## src/rtl/adc_cap_trig.sv

```systemverilog
// rtl/adc_cap_trig.sv - ADC stream capture into a BRAM ring buffer with pre-trigger support
//
// Ports:
//   clk_i, rst_i           sole clock, synchronous active-high reset
//   s_axis_tdata/tvalid    ADC beats; invalid beats are dropped
//   s_axis_tready          tied high, the source is never stalled
//   arm_i                  rising edge starts a capture (honoured in IDLE/DONE only)
//   trig_i                 level trigger, looked at only while ARMED
//   mode_i, pretrig_i      start mode and pre-trigger depth, sampled at arm
//   busy_o, done_o         capture in progress / capture complete
//   trig_addr_o            word address of the first post-trigger word
//   bram_*                 write-only BRAM port (byte addressed, read data unused)
module adc_cap_trig #(
    parameter int DWIDTH_IN = 128,
    parameter int PACK      = 2,
    parameter int MAX_XFER  = 2048
) (
    input  logic                              clk_i,
    input  logic                              rst_i,
    input  logic [DWIDTH_IN-1:0]              s_axis_tdata,
    input  logic                              s_axis_tvalid,
    output logic                              s_axis_tready,
    input  logic                              arm_i,
    input  logic                              trig_i,
    input  logic                              mode_i,
    input  logic [$clog2(MAX_XFER)-1:0]       pretrig_i,
    output logic                              busy_o,
    output logic                              done_o,
    output logic [$clog2(MAX_XFER)-1:0]       trig_addr_o,
    output logic [DWIDTH_IN*PACK-1:0]         bram_wdata,
    output logic [DWIDTH_IN*PACK/8-1:0]       bram_we,
    output logic                              bram_en,
    input  logic [DWIDTH_IN*PACK-1:0]         bram_rdata,
    output logic [31:0]                       bram_addr,
    output logic                              bram_clk,
    output logic                              bram_rst
);

    localparam int DWIDTH_OUT = DWIDTH_IN * PACK;
    localparam int ADDR_BITS  = $clog2(MAX_XFER);
    localparam int WE_BITS    = DWIDTH_OUT / 8;
    localparam int BYTE_SHIFT = $clog2(WE_BITS);
    localparam int PCW        = (PACK > 1) ? $clog2(PACK) : 1;

    localparam logic [PCW-1:0]       PACK_LAST  = PCW'(PACK - 1);
    localparam logic [ADDR_BITS:0]   XFER_WORDS = (ADDR_BITS + 1)'(MAX_XFER);

    typedef enum logic [2:0] {
        S_IDLE,
        S_PRE,
        S_ARMED,
        S_POST,
        S_DONE
    } state_t;

    state_t state, state_nxt;

    logic                  arm_q;
    logic [ADDR_BITS-1:0]  pretrig_r;
    logic [ADDR_BITS-1:0]  wr_ptr;
    logic [ADDR_BITS-1:0]  pre_cnt;
    logic [ADDR_BITS:0]    post_cnt;
    logic [PCW-1:0]        pack_cnt;
    logic [DWIDTH_OUT-1:0] pack_buf;
    logic [DWIDTH_OUT-1:0] packed_word;

    logic arm_pulse;
    logic start;
    logic capturing;
    logic pre_hit;
    logic post_hit;
    logic trig_hit;
    logic beat_take;
    logic unused_bits;

    assign s_axis_tready = 1'b1;
    assign bram_clk      = clk_i;
    assign bram_rst      = rst_i;
    assign bram_we       = {WE_BITS{bram_en}};
    assign bram_addr     = 32'(wr_ptr) << BYTE_SHIFT;

    // The top slot of pack_buf is never stored: the last beat goes straight
    // into the outgoing word.
    assign unused_bits = ^{bram_rdata, pack_buf[DWIDTH_OUT-1 -: DWIDTH_IN]};

    assign arm_pulse = arm_i & ~arm_q;
    assign start     = arm_pulse && (state == S_IDLE || state == S_DONE);
    assign capturing = (state == S_PRE) || (state == S_ARMED) || (state == S_POST);

    // Word counts advance on the cycle the write strobe is actually out.
    assign pre_hit  = (state == S_PRE) && bram_en &&
                      (({1'b0, pre_cnt} + 1'b1) == {1'b0, pretrig_r});
    assign post_hit = (state == S_POST) && bram_en &&
                      ((post_cnt + 1'b1) == (XFER_WORDS - {1'b0, pretrig_r}));
    assign trig_hit = (state == S_ARMED) && trig_i;

    // No beat is accepted on the cycle the final word goes out, so nothing
    // can be written once DONE is reached.
    assign beat_take = capturing && !post_hit && s_axis_tvalid;

    always_comb begin
        packed_word = pack_buf;
        packed_word[(PACK-1)*DWIDTH_IN +: DWIDTH_IN] = s_axis_tdata;
    end

    always_ff @(posedge clk_i) begin
        if (rst_i) begin
            state <= S_IDLE;
        end else begin
            state <= state_nxt;
        end
    end

    always_comb begin
        state_nxt = state;
        busy_o    = capturing;
        done_o    = (state == S_DONE);
        case (state)
            S_IDLE, S_DONE: begin
                if (start) begin
                    state_nxt = (!mode_i || pretrig_i == '0) ? S_POST : S_PRE;
                end
            end
            S_PRE: begin
                if (pre_hit) state_nxt = S_ARMED;
            end
            S_ARMED: begin
                if (trig_i) state_nxt = S_POST;
            end
            S_POST: begin
                if (post_hit) state_nxt = S_DONE;
            end
            default: state_nxt = S_IDLE;
        endcase
    end

    always_ff @(posedge clk_i) begin
        if (rst_i) begin
            arm_q       <= 1'b0;
            pretrig_r   <= '0;
            wr_ptr      <= '0;
            pre_cnt     <= '0;
            post_cnt    <= '0;
            pack_cnt    <= '0;
            pack_buf    <= '0;
            bram_wdata  <= '0;
            bram_en     <= 1'b0;
            trig_addr_o <= '0;
        end else begin
            arm_q   <= arm_i;
            bram_en <= 1'b0;
            if (start) begin
                // Immediate mode behaves as a zero-depth pre-trigger capture.
                pretrig_r   <= mode_i ? pretrig_i : '0;
                wr_ptr      <= '0;
                pre_cnt     <= '0;
                post_cnt    <= '0;
                pack_cnt    <= '0;
                trig_addr_o <= '0;
            end else begin
                if (bram_en) wr_ptr <= wr_ptr + 1'b1;
                if (state == S_PRE && bram_en) pre_cnt <= pre_cnt + 1'b1;
                if (state == S_POST && bram_en) post_cnt <= post_cnt + 1'b1;
                if (trig_hit) begin
                    // A write in the trigger cycle belongs to the pre-trigger side.
                    trig_addr_o <= bram_en ? wr_ptr + 1'b1 : wr_ptr;
                    post_cnt    <= '0;
                end
                if (beat_take) begin
                    if (pack_cnt == PACK_LAST) begin
                        bram_wdata <= packed_word;
                        bram_en    <= 1'b1;
                        pack_cnt   <= '0;
                    end else begin
                        pack_buf[int'(pack_cnt)*DWIDTH_IN +: DWIDTH_IN] <= s_axis_tdata;
                        pack_cnt <= pack_cnt + 1'b1;
                    end
                end
            end
        end
    end

endmodule

```

## config.mk

```make
export PLATFORM = sky130hd
export DESIGN_NAME = adc_cap_trig
export DESIGN_NICKNAME = d
export VERILOG_FILES = /design/src/rtl/adc_cap_trig.sv
export SDC_FILE = /design/constraint.sdc
export NUM_CORES = 1
export LEC_CHECK = 0
export CAP_MARGIN = 30
export CELL_PAD_IN_SITES_DETAIL_PLACEMENT = 1
export CELL_PAD_IN_SITES_GLOBAL_PLACEMENT = 2
export CORE_AREA = 2 2 290 292
export DETAILED_ROUTE_END_ITERATION = 8
export DIE_AREA = 0 0 292 294
export PLACE_DENSITY_LB_ADDON = 0.08
export SETUP_SLACK_MARGIN = 0.02
export SLEW_MARGIN = 25
export SYNTH_ARGS = -nofsm -noshare
export SYNTH_HDL_FRONTEND = slang
export SYNTH_SLANG_ARGS = --single-unit
export TNS_END_PERCENT = 1
```

## constraint.sdc

```tcl
create_clock -name clk_i -period 4.8 [get_ports clk_i]
set_clock_uncertainty 0.05 [all_clocks]
set_input_delay 0.96 -clock clk_i [delete_from_list [all_inputs] [get_ports clk_i]]
set_output_delay 0.96 -clock clk_i [all_outputs]
set_load 0.05 [all_outputs]
```

# Word-level counts from Yosys, hierarchy flattened
# Index checks and enable logic that the tools add are counted.
[op_classes] n_addsub=7 mul=0 div=0 order_cmp=0 eq_ne=10 n_shift=2 mux=11 n_bitwise=5 reduce_logical=23
[ops] op="$bwmux 256" count=1
[ops] op="$shift 128x33->256 const A" count=1
[ops] op="$shiftx 128x33->256" count=1
[ops] op="$neg 8->33" count=1
[ops] op="$add 11x1->11 const B" count=2
[ops] op="$mux 11" count=2
[ops] op="$add 11x1->12 const B" count=1
[ops] op="$add 12x1->12 const B" count=1
[ops] op="$eq 12x11->1" count=1
[ops] op="$eq 12x12->1" count=1
[ops] op="$mux 3" count=4
[ops] op="$pmux 3 s4" count=1
[ops] op="$sub 12x11->12 const A" count=1
[ops] op="$logic_not 11->1" count=1
[ops] op="$logic_and 1x1->1" count=8
[ops] op="$ne 2x2->1 const B" count=4
[ops] op="$eq 3x2->1 const B" count=2
[ops] op="$reduce_and 3->1" count=2
[ops] op="$reduce_or 3->1" count=2
[ops] op="$logic_or 1x1->1" count=4
[ops] op="$not 1->1" count=4
[ops] op="$reduce_and 4->1" count=1
[ops] op="$reduce_or 2->1" count=2
[ops] op="$eq 3x1->1 const B" count=1
[ops] op="other kinds (7)" count=9
[word_totals] ff_bits=574 latch_bits=0 mem_bits_rw=0 mem_bits_ro=0 inputBits=401 out_inout_bits=337 elab_cells=69 mem_count=0

# Longest topological paths before layout
[logic_depth] word_depth=8 mapped_depth=13 ltp_nobuf=10

==> flow_summary.yaml <==
power:
  vdd_drop_max_mv: 0.3875
  power.leakage_nw: 10.05
  power_density_nw_per_um2: 354.4
  power_mw: 9.286
clock_tree:
  cts_tree: "yes"
  postCtsSetupBuffers: 0
  clock_latency_ps: 720
  ctsResizeCount: 0
  clk_pin_slew_ps: 60
  cts-hold-fix-buffers: 0
finish:
  syn2layout_area_growth_pct: 38.30
  drive_above_1_share_pct: 5.270
  mostFrequentLayoutCells: "nand2b_1 (513), clkdlybuf4s50_1 (458), dfxtp_1 (446), mux2i_1 (385), clkbuf_16 (59)"
  final_common_cell: "nand2b_1"
  nNetsFinal: 2622
worst_setup_path:
  cp_common_cell: "clkbuf_16"
  crit_family: "buffers and inverters"
  crit_slowest_cell: "clkdlybuf4s50_1"
  worstPathCellList: "clkbuf_16, clkbuf_16, clkdlybuf4s50_1"
  critPathBufInv: 3
  cp-end-kind: "output pin"
  cp.arrival_ps: 3340
  worst-setup-path-type: "clk2out"
  slowest_delay_ps: 690
  worst-endpoint-required_ps: 3790
  crit_path_start_kind: "clock port"
  cp_max_fo: 2
floorplan:
  floorplan.die.height_um: 294
  pin_count: 738
  die_w_um: 292
  start_util_pct: 22.86
  core-area_um2: 82890
  die_area_um2: 85850
  num_rows: 106
sta:
  drv_slew: 0
  final_hold_viol_count: 0
  worst_slack_ps: 453.5
  fin_tns_setup_ps: 0
  tightest_slew_ps: 834.5
  rsz0062_at_grt: "false"
  setup_viol: 0
  max_slew_margin_pct: 44.36
  whs_ps: 420.7
routing:
  antenna_left: 0
  vias: 13930
  firstDrtPassIters: 4
  drt-total-wl_um: 64210
  wl_per_cell_um: 19.20
  vias_per_cell: 4.167
  drcViolationCount: 0
  drtIter0Drc: 501
yosys:
  synthFlopType: "dfxtp_1"
  ys_seq_area_share_pct: 47.12
  syn_avg_cell_area_um2: 10.40
  yosysWarningCount: 0
  synth-edff-count: 0
  netlist_area_um2: 18950
  ys_seq_elements: 446
  synthArstFlopShare_pct: 0
  syn_inst: 1822
  synth_cell_types: 49
run:
  maxCapViolCount: 0
placed_design:
  gp_congestion: 0.7554
  place_ws_ps: 520.9
  io_buffers: 459
  dp_hpwl_um: 46070
global_routing:
  grt_antenna_before_repair: 21
  grt_usage_pct: 14.57
  grt_pass1_vias: 14600
  grt_max_degree: 249
  gr-total-overflow: 0
  grt_pass1_wl_um: 94580
run_status:
  outcome: "finished, final reports clean"
worst_hold_path:
  hold_class: "reg2reg"
-- synth_stat cells, drive strengths merged, types with 3 or more instances --
library cell / number / area share (%)
o22a: 11 / 0.51
xnor2: 41 / 1.9
a21oi: 16 / 0.42
a22o: 9 / 0.42
ha: 4 / 0.26
nand2b: 513 / 17
mux2i: 385 / 20
o21ai: 13 / 0.34
nor2: 45 / 0.89
and3: 7 / 0.23
and4: 3 / 0.14
buf: 103 / 4.0
nor3: 12 / 0.32
clkbuf: 74 / 1.5
nand2: 36 / 0.71
or3: 11 / 0.39
nand3: 17 / 0.45
xor2: 22 / 1.0
inv: 5 / 0.099
and2: 3 / 0.099
dfxtp: 446 / 47
nand4: 8 / 0.26
nor4: 5 / 0.17
nor2b: 4 / 0.13
-- layout make-up --
type	instances	area, um2
Clock inverter	8	97.59
Timing Repair Buffer	490	5030
Tap cell	1080	1351
Sequential cell	446	8929
Antenna cell	6	15.01
Multi-Input combinational cell	1214	9035
Clock buffer	95	1728
Fill cell	9240	56690
Inverter	5	18.77
-- report_power, final --
part	leakage, nW	internal (mW)	switching [mW]
Sequential	3.61	3.85	0.0583
Combinational	5.56	0.515	0.637
Clock	0.886	2.50	1.72
-- flip-flops by register name (all words and copies together) (netlist names) --
signal       flops
post_cnt        12
bram_en          1
state            3
pretrig_r       11
bram_wdata     256
trig_addr_o     11
arm_q            1
wr_ptr          11
pre_cnt         11
pack_buf       128
pack_cnt         1
-- stage by stage --
| stage | instances | instance area (um2) | utilization, % |
|---|---|---|---|
| floorplan | 1842 | 19020 | - |
| global placement | 3236 | 24370 | 29.40 |
| detailed placement | 3236 | 24370 | 29.40 |
| CTS | 3338 | 26190 | 31.59 |
| global route | 3341 | 26200 | 31.60 |
| finish | 3344 | 26200 | 31.61 |
-- worst min-delay path, stage by stage (launching register included) --
cell and delay (ps):
dfxtp_1 310, nand2b_1 60, mux2i_1 60
-- cells by family after synthesis --
| group | synth area share [%] |
|---|---|
| buffers and inverters | 5.613 |
| AOI/OAI and AO/OA | 2.430 |
| and+or+nand+nor | 21.16 |
| adders and majority gates | 0.2642 |
| muxes | 20.34 |
| DFF | 47.12 |
| xor gates and xnor gates | 3.031 |
| other | 0.03964 |
-- worst paths after layout --
check	cells past startpoint	slack, ps	endpoint	startpoint
worst max-delay path	3	450	bram_clk	clk_i
worst min-delay path	2	420	bram_wdata[122]	bram_wdata[122]
worst max register to register	12	560	bram_wdata[154]	pretrig_r[0]
worst min register to register	2	420	bram_wdata[122]	bram_wdata[122]
-- routing by layer --
metal / vias to the layer above / global-route usage (%) / wire length, um
met4: 28 / 4.375 / 1368
li1: 6796 / - / -
met5: - / 0 / 158
met2: 376 / 21.50 / 26740
met1: 6633 / 18.38 / 28900
met3: 101 / 7.432 / 7043
(Power assumes the default switching activity.)
